### src/rtl/instr_fetch_unit.sv
// Instruction fetch unit: a single-outstanding-request fetch FSM with PC
// redirect (jump/branch), decode stall handling through a one-entry hold
// buffer, and the IF/ID pipeline register.
module instr_fetch_unit #(
  parameter logic [31:0] RESET_PC = 32'h0000_0000
) (
  input  logic        clk,
  input  logic        rst,
  input  logic        stall,
  input  logic        jump,
  input  logic [31:0] jump_target,
  input  logic        branch_taken,
  input  logic [31:0] branch_target,
  output logic        imem_req,
  output logic [31:0] imem_addr,
  input  logic [31:0] imem_rdata,
  input  logic        imem_valid,
  output logic [31:0] if_instr,
  output logic [31:0] if_pc_plus4,
  output logic        if_valid
);

  typedef enum logic [1:0] {
    S_RESET = 2'd0,
    S_FETCH = 2'd1,
    S_WAIT  = 2'd2,
    S_HOLD  = 2'd3
  } state_e;

  state_e      state_q, state_d;
  logic [31:0] pc_q, pc_d;
  logic        kill_q, kill_d;
  logic [31:0] hold_q, hold_d;
  logic [31:0] if_instr_q, if_instr_d;
  logic [31:0] if_pc_plus4_q, if_pc_plus4_d;
  logic        if_valid_q, if_valid_d;

  logic        redirect;
  logic [31:0] redirect_pc;
  logic [31:0] pc_plus4;

  // Jump wins over branch; redirect targets are always word aligned.
  always_comb begin
    redirect    = jump | branch_taken;
    redirect_pc = jump ? jump_target : branch_target;
    redirect_pc = {redirect_pc[31:2], 2'b00};
    pc_plus4    = pc_q + 32'd4;
  end

  // Next-state, PC, kill flag, hold buffer and IF/ID register updates.
  always_comb begin
    state_d       = state_q;
    pc_d          = pc_q;
    kill_d        = kill_q;
    hold_d        = hold_q;
    if_instr_d    = if_instr_q;
    if_pc_plus4_d = if_pc_plus4_q;
    // Without a stall the IF/ID stage drains to a bubble unless something is delivered below.
    if_valid_d    = stall ? if_valid_q : 1'b0;

    unique case (state_q)
      S_RESET: begin
        state_d = S_FETCH;
      end
      S_FETCH: begin
        // The request goes out regardless; a redirect only marks it for discard.
        state_d = S_WAIT;
        if (redirect) kill_d = 1'b1;
      end
      S_WAIT: begin
        if (imem_valid) begin
          state_d = S_FETCH;
          if (kill_q || redirect) begin
            kill_d = 1'b0;
          end else if (!stall) begin
            if_instr_d    = imem_rdata;
            if_pc_plus4_d = pc_plus4;
            if_valid_d    = 1'b1;
            pc_d          = pc_plus4;
          end else begin
            hold_d  = imem_rdata;
            state_d = S_HOLD;
          end
        end else if (redirect) begin
          kill_d = 1'b1;
        end
      end
      S_HOLD: begin
        if (redirect) begin
          state_d = S_FETCH;
        end else if (!stall) begin
          if_instr_d    = hold_q;
          if_pc_plus4_d = pc_plus4;
          if_valid_d    = 1'b1;
          pc_d          = pc_plus4;
          state_d       = S_FETCH;
        end
      end
      default: begin
        state_d = S_RESET;
      end
    endcase

    // Redirect flushes IF/ID and overrides both stall and any delivery above.
    if (redirect) begin
      pc_d       = redirect_pc;
      if_valid_d = 1'b0;
    end
  end

  // State registers with synchronous active-high reset.
  always_ff @(posedge clk) begin
    if (rst) begin
      state_q       <= S_RESET;
      pc_q          <= RESET_PC;
      kill_q        <= 1'b0;
      hold_q        <= 32'd0;
      if_instr_q    <= 32'd0;
      if_pc_plus4_q <= 32'd0;
      if_valid_q    <= 1'b0;
    end else begin
      state_q       <= state_d;
      pc_q          <= pc_d;
      kill_q        <= kill_d;
      hold_q        <= hold_d;
      if_instr_q    <= if_instr_d;
      if_pc_plus4_q <= if_pc_plus4_d;
      if_valid_q    <= if_valid_d;
    end
  end

  // Request is a combinational decode of the fetch state, masked during reset.
  always_comb begin
    imem_req    = (state_q == S_FETCH) && !rst;
    imem_addr   = pc_q;
    if_instr    = if_instr_q;
    if_pc_plus4 = if_pc_plus4_q;
    if_valid    = if_valid_q;
  end

endmodule

### config.mk
export PLATFORM = sky130hd
export DESIGN_NAME = instr_fetch_unit
export DESIGN_NICKNAME = d
export VERILOG_FILES = /design/src/rtl/instr_fetch_unit.sv
export SDC_FILE = /design/constraint.sdc
export NUM_CORES = 1
export LEC_CHECK = 0
export ABC_AREA = 1
export CAP_MARGIN = 20
export CORE_ASPECT_RATIO = 2
export CORE_MARGIN = 5
export CORE_UTILIZATION = 47
export DETAILED_ROUTE_END_ITERATION = 8
export PLACE_DENSITY_LB_ADDON = 0.15
export SLEW_MARGIN = 15
export SYNTH_ARGS = -nofsm -noshare
export SYNTH_HDL_FRONTEND = slang
export SYNTH_SLANG_ARGS = --single-unit
export TNS_END_PERCENT = 50
### constraint.sdc
create_clock -name clk -period 1.8 [get_ports clk]
set_input_delay 0.27 -clock clk [delete_from_list [all_inputs] [get_ports clk]]
set_output_delay 0.27 -clock clk [all_outputs]
set_load 0.005 [all_outputs]
# ---- Word-level counts from Yosys, hierarchy flattened
# Cells that the tools add are included.
dict set report word_totals {
  ff_bits 132
  out_inout_bits 98
  wordCells 70
}
dict set report classes {
  n_addsub 1
  n_eq_ne 12
  n_mux 32
  bitwise_logic 2
  n_reduce_logical 15
}
# op count
set op_table {}
lappend op_table {{$mux 32} 14}
lappend op_table {{$pmux 32 s2} 3}
lappend op_table {{$add 32x3->32 const B} 1}
lappend op_table {{$ne 3x3->1 const B} 4}
lappend op_table {{$mux 2} 5}
lappend op_table {{$ne 2x2->1 const B} 5}
lappend op_table {{$pmux 2 s4} 1}
lappend op_table {{$reduce_and 4->1} 2}
lappend op_table {{$mux 1} 7}
lappend op_table {{$reduce_and 3->1} 2}
lappend op_table {{$reduce_and 6->1} 1}
lappend op_table {{$eq 2x2->1 const B} 2}
lappend op_table {{$pmux 1 s2} 2}
lappend op_table {{$reduce_and 2->1} 2}
lappend op_table {{$reduce_bool 2->1} 2}
lappend op_table {{$reduce_bool 3->1} 1}
lappend op_table {{$eq 2x1->1 const B} 1}
lappend op_table {{$logic_not 2->1} 1}
lappend op_table {{$reduce_or 2->1} 1}
lappend op_table {{$logic_and 1x1->1} 1}
lappend op_table {{$logic_not 1->1} 1}
lappend op_table {{$logic_or 1x1->1} 1}
lappend op_table {{$not 1->1} 1}
lappend op_table {{$or 1x1->1} 1}

# ---- Depth between registers and ports, before layout
# Gate-level depths: netlist of the first run.
dict set report depth {
  depth_word 6
  mapped_depth 11
}

# ---- Worst setup path before layout of the first run
# Ideal clock, no wire load.
dict set report synth_timing {
  kind {reg2reg}
  startpoint {reg state_q[0]}
  endpoint {reg if_instr_q[26] (netlist: if_instr[26])}
  t_arrival_ns 1.475
  slack_ns 0.199
  stages_incl_launch_ff 10
  path_buffers 3
  period_less_slack_ns 1.601
  cell_sequence {dfxtp_1 ha_1 buf_2 inv_2 a21oi_2 nand3_4 clkinv_2 buf_6 buf_2 a31oi_1}
}
dict set report synth_between {
  elab_chain_len 3
}
# element line_no
set synth_rtl {}
lappend synth_rtl {{start: declaration} 30} ;# state_e state_q, state_d;
lappend synth_rtl {{start signal: assignment} 122} ;# state_q <= state_d;
lappend synth_rtl {{$eq 2x2->1} 61} ;# unique case (state_q)
lappend synth_rtl {{$ne 2x2->1 (no source line) or $reduce_bool 2->1 (tied branches)} -}
lappend synth_rtl {{$reduce_and 6->1 (no source line)} -}
lappend synth_rtl {{end signal: assignment} 126} ;# if_instr_q <= if_instr_d;
lappend synth_rtl {{end: declaration} 34} ;# logic [31:0] if_instr_q, if_instr_d;
# Several ways; a longest one is shown, not always the timed one.
# A chain may end at the register's enable or synchronous reset.

# ---- Worst setup path in the final report of the first run
dict set report layout_timing {
  startpoint {reg pc_q[2] (netlist: imem_addr[2])}
  endpoint {reg if_pc_plus4_q[24] (netlist: if_pc_plus4[24])}
}
dict set report layout_between {
  elab_chain_len 5
}
# element line_no
set layout_rtl {}
lappend layout_rtl {{start: declaration} 31} ;# logic [31:0] pc_q, pc_d;
lappend layout_rtl {{start signal: assignment} 123} ;# pc_q <= pc_d;
lappend layout_rtl {{$add 32x3->32 *} 47} ;# pc_plus4 = pc_q + 32'd4;
lappend layout_rtl {{$mux 32 *} {75, 91}}
lappend layout_rtl {{$mux 32} 73} ;# if (kill_q || redirect) begin
lappend layout_rtl {{$mux 32} 71} ;# if (imem_valid) begin
lappend layout_rtl {{$pmux 32 s2 *} 61}
lappend layout_rtl {{end signal: assignment} 127} ;# if_pc_plus4_q <= if_pc_plus4_d;
lappend layout_rtl {{end: declaration} 35} ;# logic [31:0] if_pc_plus4_q, if_pc_plus4_d;
# Every way passes the cells marked *; elsewhere a longest branch is shown, timed or not. The select of a mux whose other input is x is not followed.

==> results.tsv, run 1 <==
metric	value	unit
status	complete, no violations	
Final min period	1.780	ns
initial cell density of the core	0.4731	
clk slew on worst S/H paths	0.06	ns
CTS tree	yes	
delay-heaviest family, CP	simple AND/OR/NAND/NOR gates	
chip width	92.01	µm
placed cells	1247	
Layout Nets	1217	
Setup crit start kind	register	
Synth top area share	0.4053	
total power	7.557	mW
H-tree levels	4	
clk sinks	128	
Root Buffer	clkbuf_16	
DRT Pass-1 Iters	4	
WL/cell	16.54	µm
most frequent CP cell	nand2_1	
Peak VDD IR	0.9197	mV
flop and latch count out of synthesis	128	
global-route wire length before repair	33530	µm
placer congestion estimate	0.9832	
largest net degree at the start of global routing	52	
WS Path Type	register to register	
max cap viols	0	
Rows	60	
Clock Tree Buf Depth	2	
WP data arrival	2.08	ns
DRC	0	
max-slew violation count	0	
count of input and output buffers	191	
die area	16010	µm²
Lkg Pwr	4.064	nW
critical-path cell list	ha_1 -> nand2_1 -> nor2_2 -> nand2_1 -> nor2_2 -> nand2_1 -> nand2_1 -> nand3_1 -> o211ai_1 -> inv_1	
core area	13360	µm²
Synth cell types	42	
hold crit path type	input pin to register	
worst hold stages	3	
DR vias/cell	5.251	
top cells by area, synth	dfxtp_1, nand2_1, o21ai_0, inv_1, a21oi_1	
Synth Area per Inst	7.072	µm²
hold bufs inserted after CTS	0	
Post-synth ARST share	0	
num ports	200	
Stages on worst setup path	10	
Reg2Reg Depth	10	
DRT iter0 DRCs	281	
Hold Violations, Final	0	
setup TNS	0	ns
HPWL Detailed	15570	µm
Num CTS Buffers	17	
Slowest Stage Delay on Critical Path	0.35	ns
Commonest cells post-synth	nand2_1, dfxtp_1, inv_1	
Setup Buffers After CTS	0	
Layout area overhead	47.97	%
Fmax	0.5618	GHz
grt ovf	0	
Detail Route Antenna Nets	0	
RSZ-0062 raised after global routing	yes	
CP Max Fanout	3	
Slowest-stage cell, CP	dfxtp_1	
vias post-DR	6721	
initial antenna violation count	1	
number of global-route vias before repair	6817	
DRT Wirelength	21170	µm
CP Data Required Time	2.10	ns
most numerous cell in the Yosys netlist	nand2_1	
Post-synth EDFFs	0	
fillers	1120	
post-synthesis cell count	894	
Buf/Inv on CP	1	
Syn Std Cell Area	6322	µm²
crit end category	register	
ys flop type	dfxtp_1	
Synth Warn #	0	
fin util	0.7001	
cell taking the most area after synthesis	dfxtp_1	
setup violators final	0	
ratio of cells with drive above 1 in the final layout	0.1157	
Hold Slack	0.4217	ns
Final Skew	0.01042	ns
final std cells w/o fill	1280	
power density over cell area	807.8	nW/µm²
die height	174.0	µm
final worst-path cycle share	0.9888	
clk_lat worst skew	0.40	ns
sequential element share of the synthesized area	0.4053	
total global-route track usage	0.2632	
==> kinds of logic after synthesis <==
family,after synthesis,synth area share
multiplexers,3,0.004750
AND/OR/NAND/NOR,315,0.2137
buffers and inverters,177,0.1195
flip-flops,128,0.4053
adder cells (fa/ha/maj),4,0.007916
other,1,0.0005931
AO/OA/AOI/OAI,254,0.2315
XOR/XNOR,12,0.01662
==> metrics by stage <==
stage	cell area (µm²)	setup slack [ns]
finish	9355	0.02009
global route	9355	-0.07979
CTS	9313	0.0001187
detailed placement	8727	-0.1929
global placement	8727	-0.1633
floorplan	6334	0.1990
==> cell type report <==
type / instances / area (µm²) / share of cell area
repair buffers: 251 / 2502 / 0.2675
clock buffers: 18 / 429.2 / 0.04587
well taps: 155 / 193.9 / 0.02073
multi-input cells: 592 / 3043 / 0.3253
flip-flops and latches: 128 / 2571 / 0.2748
inverters: 121 / 459.2 / 0.04908
clock inverters: 14 / 153.9 / 0.01645
diodes: 1 / 2.502 / 0.0002675
==> power breakdown <==
part,total [mW],switching (mW),internal (mW)
Clock,3.44,1.38,2.06
Sequential,3.04,0.110,2.93
Combinational,1.07,0.485,0.588
Total,7.56,1.98,5.58
==> worst min-delay path: cells and delay by family <==
| family | cells | cell delay (ns) |
|---|---|---|
| buf+inv | 2 | 0.47 |
| compound gates | 1 | 0.05 |
==> what timing repair did <==
item,in CTS,in global routing
pin swaps,0,2
gates resized for setup,3,14
endpoints found under the setup margin,1,45
==> path summary, 6_finish.rpt <==
path | startpoint | to | slack [ns]
worst max-delay path | imem_addr[2] | if_pc_plus4[24] | 0.02
worst min-delay path | imem_rdata[11] | hold_q[11] | 0.42
worst max register to register | imem_addr[2] | if_pc_plus4[24] | 0.02
worst min register to register | hold_q[23] | if_instr[23] | 0.47
==> layer usage <==
layer	part of all wire	routed length (µm)	global-route usage
met2	0.54	11350	0.4905
met1	0.35	7404	0.2539
met5	0	0	0
met3	0.060	1260	0.07059
met4	0.054	1150	0.1495
==> cells in the final DEF (no fill, tap or decap), types with 2 or more instances in the layout <==
master,instances
nand2_2,2
clkinv_4,2
dfxtp_2,7
nor3_1,4
o22a_1,8
a21oi_1,55
clkdlybuf4s50_1,190
clkinv_2,2
o211ai_1,26
clkinvlp_4,3
o21bai_1,8
nor2_1,43
bufinv_16,2
nor2_4,5
nand2_1,185
o21a_1,6
xnor2_1,2
o21ai_0,101
xor2_1,9
o22ai_1,5
clkbuf_16,17
buf_12,11
conb_1,4
inv_1,115
mux2i_1,3
a31oi_1,34
ha_1,4
nor2b_1,2
nand3_1,54
nor2_2,8
dfxtp_1,121
inv_6,6
inv_2,5
buf_4,48
or2_2,7
o21ai_1,7
==> sequential cells by signal, summed over array words and instances, names as in the netlist <==
name         cells
kill_q           1
hold_q          32
if_pc_plus4     30
imem_addr       30
if_instr        32
state_q          2
if_valid         1
(Power assumes the default switching activity.)
==> run 2: changes to the inputs <==
- clock period: 1.8 -> 1.9 ns (I/O delays scaled with it)
==> results.tsv, run 2 (same netlist as run 1, synthesis figures left out) <==
metric	value	unit	change
initial antenna violation count	1		unchanged
placer congestion estimate	0.9855		+0.23%
clk slew on worst S/H paths	0.07	ns	about the same
Layout Nets	1203		-1.2%
worst r2r dst	imem_addr[28]		
Hold EP	hold_q[11]		
CTS tree	yes		
max-slew violation count	0		unchanged
setup violators final	0		unchanged
power density over cell area	774.5	nW/µm²	-4.1%
die area	16010	µm²	unchanged
Hold Slack	0.4317	ns	+0.009984 ns
chip width	92.01	µm	unchanged
reg2reg start	imem_addr[2]		
Fmax	0.5561	GHz	
WP data arrival	1.51	ns	-0.57 ns
Detail Route Antenna Nets	0		unchanged
Root Buffer	clkbuf_16		
die height	174.0	µm	unchanged
Num CTS Buffers	17		unchanged
max cap viols	0		unchanged
total global-route track usage	0.2625		-0.0007191
commonest non-fill, non-tap cell in the layout	clkdlybuf4s50_1		
fillers	1114		-0.54%
worst hold stages	3		unchanged
Final Skew	0.008707	ns	-0.001712 ns
Rows	60		unchanged
final std cells w/o fill	1266		-1.1%
Final Cell Area	9195	µm²	-1.7%
Final min period	1.798	ns	
clock power share	0.457		about the same
setup slack after layout	0.1018	ns	+0.08168 ns
Setup crit start kind	register		
Clock Tree Buf Depth	2		unchanged
core area	13360	µm²	unchanged
most used cells in the layout excluding fill and tap cells	clkdlybuf4s50_1, nand2_1, dfxtp_1		
fin util	0.6881		-0.01199
global-route wire length before repair	33500	µm	-0.10%
total power	7.122	mW	-5.8%
CP Max Fanout	4		+1
placed cells	1233		-1.1%
H-tree levels	4		unchanged
HPWL Detailed	15390	µm	-1.1%
Logic pwr share	0.138		-0.004
crit end category	output pin		
final worst-path cycle share	0.9464		
num ports	200		unchanged
number of global-route vias before repair	6885		+1.0%
Reg2Reg Depth	10		unchanged
count of input and output buffers	191		unchanged
most frequent CP cell	inv_1		
clk_lat worst skew	0.41	ns	about the same
Hold Violations, Final	0		unchanged
DRT Pass-1 Iters	5		+1
RSZ-0062 raised after global routing	yes		
Flop pwr share	0.405		+0.003
Slowest Stage Delay on Critical Path	0.40	ns	+0.05 ns
clk sinks	128		unchanged
setup TNS	0	ns	unchanged
vias post-DR	6733		+0.18%
Lkg Pwr	3.984	nW	-2.0%
Setup Buffers After CTS	0		unchanged
hold crit path type	input pin to register		
Peak VDD IR	0.7746	mV	-16%
grt ovf	0		unchanged
net switching power	1.926	mW	-2.6%
Reg2Reg Setup Slack	0.12	ns	+0.10 ns
critical-path cell list	inv_1 -> ha_1 -> inv_1 -> nor2_1 -> dlygate4sd2_1		
ratio of cells with drive above 1 in the final layout	0.1000		-0.01566
Place WS	-0.04801	ns	+0.1449 ns
CP Data Required Time	1.62	ns	-0.48 ns
DP Area	8597	µm²	-1.5%
DRT Wirelength	20790	µm	-1.8%
switching share of power	0.2704		+0.008791
Slowest-stage cell, CP	dfxtp_1		
Internal	5.196	mW	-6.9%
DR vias/cell	5.318		+1.3%
DRT iter0 DRCs	313		+11%
status	complete, no violations		
DRC	0		unchanged
WL/cell	16.42	µm	-0.73%
Layout area overhead	45.44	%	
largest net degree at the start of global routing	56		+7.7%
initial cell density of the core	0.4731		unchanged
HP Start	imem_rdata[11]		
WS Path Type	register to output pin		
run 2: final cells by class:
class                   instances  area [µm²]  area share
diodes                          1       2.502   0.0002721
clock buffers                  18       439.2     0.04776
clock inverters                14       145.1     0.01578
inverters                     121       455.4     0.04953
multi-input cells             592        3025      0.3290
flip-flops and latches        128        2565      0.2789
well taps                     155       193.9     0.02109
repair buffers                237        2369      0.2576
run 2: how the worst max path moves through the flow:
stage	start	endpoint	slack, ns
floorplan	state_q[0]	if_instr[26]	0.30
detailed placement	jump	hold_q[6]	-0.05
finish	state_q[1]	imem_req	0.10
global route	imem_addr[2]	imem_addr[24]	-0.01
global placement	jump	hold_q[7]	-0.01
CTS	state_q[1]	imem_req	0.11
run 2: per-layer routing:
| metal | global-route usage | vias to the layer above | routed length, µm |
|---|---|---|---|
| li1 | - | 3351 | - |
| met1 | 0.2537 | 3069 | 7109 |
| met2 | 0.4933 | 243 | 11140 |
| met3 | 0.06756 | 70 | 1381 |
| met4 | 0.1439 | 0 | 1158 |
| met5 | 0 | - | 0 |
run 2: repair_timing:
action,CTS,global route
gates resized for setup,2,3
setup endpoints to repair,1,6
endpoints found under the hold margin,0,0
hold buffers,0,0
run 2: worst max-delay path: cells and delay by family, from the launching register on:
| kind | cells | cell delay (ns) |
|---|---|---|
| adder cells (fa/ha/maj) | 1 | 0.21 |
| buffers and inverters | 3 | 0.43 |
| AND/OR/NAND/NOR | 1 | 0.06 |
| flip-flops | 1 | 0.40 |
run 2: power groups by stage:
stage	Combinational (mW)	Sequential [mW]	Clock (mW)
final	0.984	2.88	3.25
after global routing	1.08	2.89	3.45
after CTS	0.989	2.88	3.31
after detailed placement	0.984	2.94	0
after global placement	0.972	2.94	0
after floorplan	0.414	2.92	0
